**config.mk**
```make
export PLATFORM = sky130hd
export DESIGN_NAME = serial_frame_loader
export DESIGN_NICKNAME = d
export VERILOG_FILES = /design/src/rtl/serial_pkg.sv /design/src/rtl/serial_frame_loader_bit_counter.sv /design/src/rtl/serial_frame_loader.sv
export SDC_FILE = /design/constraint.sdc
export NUM_CORES = 1
export LEC_CHECK = 0
export CORE_MARGIN = 10
export CORE_UTILIZATION = 54
export CTS_CLUSTER_DIAMETER = 100
export DETAILED_ROUTE_END_ITERATION = 12
export PLACE_DENSITY = 0.89
export SYNTH_ARGS = -nofsm -noshare
export SYNTH_HDL_FRONTEND = slang
export SYNTH_SLANG_ARGS = --single-unit
```
**constraint.sdc**
```tcl
create_clock -name clk -period 5.8 [get_ports clk]
set_input_delay 1.74 -clock clk [delete_from_list [all_inputs] [get_ports clk]]
set_output_delay 1.74 -clock clk [all_outputs]
set_load 0.03 [all_outputs]
```
**src/rtl/serial_pkg.sv**
```systemverilog
// Shared definitions for the serial frame path: frame state encoding and parity helper.
package serial_pkg;

  typedef enum logic [1:0] {
    IDLE = 2'd0,
    DATA = 2'd1,
    PAR  = 2'd2
  } state_t;

  localparam int unsigned MAX_WIDTH = 32;

  // Even parity bit: makes the total number of ones (word + parity) even.
  function automatic logic even_par(input logic [MAX_WIDTH-1:0] word);
    return ^word;
  endfunction

endpackage

```
**src/rtl/serial_frame_loader_bit_counter.sv**
```systemverilog
// Data-bit index counter; saturates at WIDTH-1 and is reloaded to zero on each accepted word.
module bit_counter #(
  parameter int WIDTH = 8,
  localparam int CW = $clog2(WIDTH)
) (
  input  logic          clk,
  input  logic          clr,
  input  logic          load,
  input  logic          inc,
  output logic [CW-1:0] cnt,
  output logic          at_last
);

  localparam logic [CW-1:0] LAST_C = CW'(WIDTH - 1);

  logic [CW-1:0] cnt_r;

  // Count register: clear/reload to zero, step once per emitted data bit.
  always_ff @(posedge clk) begin
    if (clr) begin
      cnt_r <= '0;
    end else if (load) begin
      cnt_r <= '0;
    end else if (inc && !at_last) begin
      cnt_r <= cnt_r + CW'(1);
    end else begin
      cnt_r <= cnt_r;
    end
  end

  assign cnt     = cnt_r;
  assign at_last = (cnt_r == LAST_C);

endmodule

```
**src/rtl/serial_frame_loader.sv**
```systemverilog
// Parallel-in, serial-out frame loader feeding the downstream shift register's serial input.
module serial_frame_loader
  import serial_pkg::*;
#(
  parameter int WIDTH     = 8,
  parameter bit MSB_FIRST = 1'b1,
  parameter bit PARITY_EN = 1'b1
) (
  input  logic             clk,
  input  logic             clr,
  input  logic [WIDTH-1:0] in_data,
  input  logic             in_valid,
  output logic             in_ready,
  output logic             a,
  output logic             a_valid,
  output logic             frame_start,
  output logic             done
);

  localparam int CW = $clog2(WIDTH);
  localparam logic [CW-1:0] PENULT_C = CW'(WIDTH - 2);

  state_t                 state_r, state_nxt_s;
  logic [WIDTH-1:0]       shreg_r, shreg_nxt_s, shifted_s;
  logic [MAX_WIDTH-1:0]   word_ext_s;
  logic                   par_r;
  logic                   a_r, a_valid_r, frame_start_r, done_r;
  logic                   a_nxt_s, a_valid_nxt_s, frame_start_nxt_s, done_nxt_s;
  logic                   head_s;
  logic                   accept_s, load_s, inc_s, at_last_s;
  logic [CW-1:0]          cnt_s;

  bit_counter #(.WIDTH(WIDTH)) u_bit_counter (
    .clk     (clk),
    .clr     (clr),
    .load    (load_s),
    .inc     (inc_s),
    .cnt     (cnt_s),
    .at_last (at_last_s)
  );

  // A new word can be taken while idle or while the last bit of a frame is on the line.
  assign in_ready   = (state_r == IDLE) || done_r;
  assign accept_s   = in_valid && in_ready;
  assign word_ext_s = MAX_WIDTH'(in_data);

  // Shift direction follows the bit order so the bit on the line is always at the head.
  always_comb begin
    shifted_s = shreg_r;
    if (MSB_FIRST) begin
      shifted_s = {shreg_r[WIDTH-2:0], 1'b0};
    end else begin
      shifted_s = {1'b0, shreg_r[WIDTH-1:1]};
    end
  end

  // Next-state logic: the state names the kind of bit that will be on the line next cycle.
  always_comb begin
    state_nxt_s = state_r;
    shreg_nxt_s = shreg_r;
    load_s      = 1'b0;
    inc_s       = 1'b0;
    case (state_r)
      IDLE: begin
        if (accept_s) begin
          state_nxt_s = DATA;
          shreg_nxt_s = in_data;
          load_s      = 1'b1;
        end else begin
          state_nxt_s = IDLE;
        end
      end
      DATA: begin
        if (!at_last_s) begin
          state_nxt_s = DATA;
          shreg_nxt_s = shifted_s;
          inc_s       = 1'b1;
        end else if (PARITY_EN) begin
          state_nxt_s = PAR;
        end else if (accept_s) begin
          state_nxt_s = DATA;
          shreg_nxt_s = in_data;
          load_s      = 1'b1;
        end else begin
          state_nxt_s = IDLE;
        end
      end
      PAR: begin
        if (accept_s) begin
          state_nxt_s = DATA;
          shreg_nxt_s = in_data;
          load_s      = 1'b1;
        end else begin
          state_nxt_s = IDLE;
        end
      end
      default: begin
        state_nxt_s = IDLE;
      end
    endcase
  end

  // Output pre-computation: outputs are registered, so derive them from the next state.
  always_comb begin
    head_s            = MSB_FIRST ? shreg_nxt_s[WIDTH-1] : shreg_nxt_s[0];
    a_nxt_s           = 1'b0;
    a_valid_nxt_s     = 1'b0;
    frame_start_nxt_s = 1'b0;
    done_nxt_s        = 1'b0;
    case (state_nxt_s)
      DATA: begin
        a_nxt_s           = head_s;
        a_valid_nxt_s     = 1'b1;
        frame_start_nxt_s = load_s;
        // Next bit is the last data bit when the counter is about to reach WIDTH-1.
        done_nxt_s        = !PARITY_EN && inc_s && (cnt_s == PENULT_C);
      end
      PAR: begin
        a_nxt_s       = par_r;
        a_valid_nxt_s = 1'b1;
        done_nxt_s    = 1'b1;
      end
      IDLE: begin
        a_nxt_s = 1'b0;
      end
      default: begin
        a_nxt_s = 1'b0;
      end
    endcase
  end

  // State, word, parity and output registers; clr aborts any frame in progress.
  always_ff @(posedge clk) begin
    if (clr) begin
      state_r       <= IDLE;
      shreg_r       <= '0;
      par_r         <= 1'b0;
      a_r           <= 1'b0;
      a_valid_r     <= 1'b0;
      frame_start_r <= 1'b0;
      done_r        <= 1'b0;
    end else begin
      state_r       <= state_nxt_s;
      shreg_r       <= shreg_nxt_s;
      par_r         <= load_s ? even_par(word_ext_s) : par_r;
      a_r           <= a_nxt_s;
      a_valid_r     <= a_valid_nxt_s;
      frame_start_r <= frame_start_nxt_s;
      done_r        <= done_nxt_s;
    end
  end

  assign a           = a_r;
  assign a_valid     = a_valid_r;
  assign frame_start = frame_start_r;
  assign done        = done_r;

endmodule

```
==> results.cfg <==
[run_status]
status = completed

[cts]
numCtsBuffers = 3
postCtsSetupRepairBufs = 0
cts_sinks = 18
root_buffer = clkbuf_4
ctsHtreeMaxLevel = 1
cts_tree = done
post_cts_resized = 0
cts_buffer_depth = 2
holdBufCountCts = 0
path_clk_slew_ns = 0.11
clkLatencyLatePin_ns = 0.31

[finish]
final_nets = 120
multi_input_area_um2 = 496.7
register_area_um2 = 360.3
diodes = 0
layout-drive-gt1-share = 0.08738
fillers = 131
syn_to_final_growth_pct = 17.92

[yosys]
synth_area_leader_cell = dfxtp_1
syn_nets = 107
ys_seq_elements = 18
yosysSeqAreaShare = 0.3940
syn_area_um2 = 914.6
yosysWarnings = 0
synthDistinctLibCells = 31
synth_top_area_share = 0.3940
synth_cells = 91
syn_area_per_cell_um2 = 10.05
synthTopCellsByArea = dfxtp_1, xnor2_1, ha_1

[setup_path]
crit_path_top_delay_cell = nor2b_2
startpoint_type = input pin
r2r-start = u_bit_counter.cnt[0]
critical_path_class = input pin to flop
worstRegToRegCells = 8
r2r_slack_ns = 3.61
critPathMaxFanout = 11
cp-end-kind = flop
crit_arrival_ns = 3.68
crit_start = in_valid
cp_cell_sequence = clkdlybuf4s50_1 -> nor2b_2 -> nand2_4 -> o21a_1 -> ha_1 -> nor3b_1 -> a32o_1
required_ns = 6.05
critPathMaxStageDelay_ns = 0.47
r2r-end = a
endpoint = a

[floorplanning]
die_x_um = 61.16
die_area_um2 = 3740
die_h_um = 61.16
top_level_ports = 16
rows = 14
coreArea_um2 = 1559
initial_core_util = 0.5867

[timing]
setup_viol = 0
fmax_mhz = 291.1
skew_ns = 0.01233
rsz0062_at_grt = false
fin_setup_tns_ns = 0
min_period_ns = 3.435
hold_violations = 0
post-route-period-util = 0.5923
tightestPinTransition_ns = 0.6290
slew_headroom = 0.5793
slew_violations = 0

[min_path]
hold_class = flop to flop

[global_route]
grt_overflow_total = 0
antenna_found_initial = 0
grt_usage = 0.1138
grt_max_degree = 19
first_global_vias = 730
grt_pass1_wl_um = 3256

[detailed_routing]
drt_iter0_drc = 26
wl_um = 1914
wl_per_cell_um = 16.08
drc_errors = 0
detail-route-antenna-nets = 0
drtPass1Iterations = 4
vias = 747
vias_per_cell = 6.277

[pwr]
power_mw = 0.2678
p_leak_nw = 0.4194
powerDensity_nw_per_um2 = 248.3
p_seq_frac = 0.502
p_comb_frac = 0.201
switching_share = 0.2741
peakVddDrop_v = 0.0001622
clkPwrFrac = 0.297
p_switching_mw = 0.07341
intPower_mw = 0.1944

[placed_design]
port_buffers = 15
hpwlAfterDp_um = 1464
place_congestion = 0.7615

[job]
cap_violations = 0
[logic make-up after synthesis]
family                     Yosys count  synth area share
and+or+nand+nor                     20            0.1354
adders and majority gates            5           0.06840
buffers and inverters               11           0.06291
muxes                                2           0.02189
AOI/OAI and AO/OA                   27            0.2408
DFF                                 18            0.3940
xor gates and xnor gates             8           0.07661
[power groups by stage]
stage               Clock (mW)  Sequential [mW]  Combinational (mW)
floorplan                    0            0.139              0.0362
global placement             0            0.137              0.0519
detailed placement           0            0.137              0.0535
CTS                     0.0794            0.134              0.0540
global route            0.0860            0.135              0.0584
finish                  0.0795            0.134              0.0539
[critical path: cells and delay by family]
kind                       cells  cell delay (ns)
AOI/OAI and AO/OA              2             0.32
adders and majority gates      1             0.33
buffers and inverters          1             0.45
and+or+nand+nor                3             0.84
[cell usage after synthesis (all sizes together)]
cell / instances
a32oi: 7
and4bb: 1
a311o: 1
buf: 5
o21a: 2
mux2i: 2
o21ai: 1
nor3: 3
nand2: 1
inv: 4
nor2: 6
and2b: 1
and2: 1
a32o: 1
nand3: 1
o211a: 1
and3b: 1
dfxtp: 18
nor2b: 4
a21oi: 6
a211oi: 1
o21bai: 1
clkbuf: 2
nor3b: 1
o2111ai: 6
xnor2: 8
ha: 5
[final cells by class]
type                       instances  area share
sequential                        18      0.3341
inverter                           4     0.01392
multi-input combinational         62      0.4606
timing repair buffer              15      0.1392
tap                               16     0.01856
clock buffer                       4     0.03364
[per-layer routing]
metal  track usage  part of all wire  vias up
met5             0                 0        -
met4       0.06515             0.016        0
met3       0.03704             0.078        5
met2        0.1760              0.50       36
met1        0.1352              0.41      342
li1              -                 -      364
[metrics by stage]
stage | util | setup slack [ns] | hold WS (ns) | cell area, um^2 | std cells
2_1_floorplan | - | 2.770 | 0.4696 | 914.6 | 91
3_3_place_gp | 0.6685 | 2.147 | 0.4817 | 1042 | 115
3_5_place_dp | 0.6685 | 2.041 | 0.4910 | 1042 | 115
4_1_cts | 0.6918 | 2.353 | 0.5067 | 1079 | 119
5_1_grt | 0.6918 | 2.242 | 0.5411 | 1079 | 119
6_report | 0.6918 | 2.365 | 0.5132 | 1079 | 119
[worst min-delay path by stage]
stage          startpoint    endpoint  slack (ns)  cells after the start
6_report       shreg_r[0]  shreg_r[1]        0.51                      2
3_3_place_gp        par_r           a        0.48                      1
2_1_floorplan       par_r           a        0.47                      1
3_5_place_dp   shreg_r[2]  shreg_r[3]        0.49                      2
5_1_grt        shreg_r[2]  shreg_r[3]        0.54                      2
4_1_cts        shreg_r[2]  shreg_r[3]        0.51                      2
[state kept, by name (all words and copies together), names as in the netlist]
name and flops:
shreg_r 8, a 1, u_bit_counter.cnt 3, done 1, par_r 1, state_r 2
a_valid 1, frame_start 1
[cells in the final DEF (no fill, tap or decap), types with 2 or more instances in the layout]
| cell | netlist | layout |
|---|---|---|
| clkdlybuf4s50_1 | 0 | 15 |
| clkbuf_4 | 0 | 3 |
| dfxtp_1 | 18 | 18 |
| nor2b_1 | 3 | 3 |
| inv_1 | 3 | 3 |
| mux2i_1 | 2 | 2 |
| ha_1 | 5 | 5 |
| o21a_1 | 2 | 2 |
| o2111ai_1 | 6 | 6 |
| xnor2_1 | 8 | 8 |
| nor3_1 | 3 | 3 |
| nor2_1 | 6 | 6 |
| a32oi_1 | 7 | 7 |
| a21oi_1 | 6 | 6 |
No activity file was read; power rests on OpenSTA's default activity.
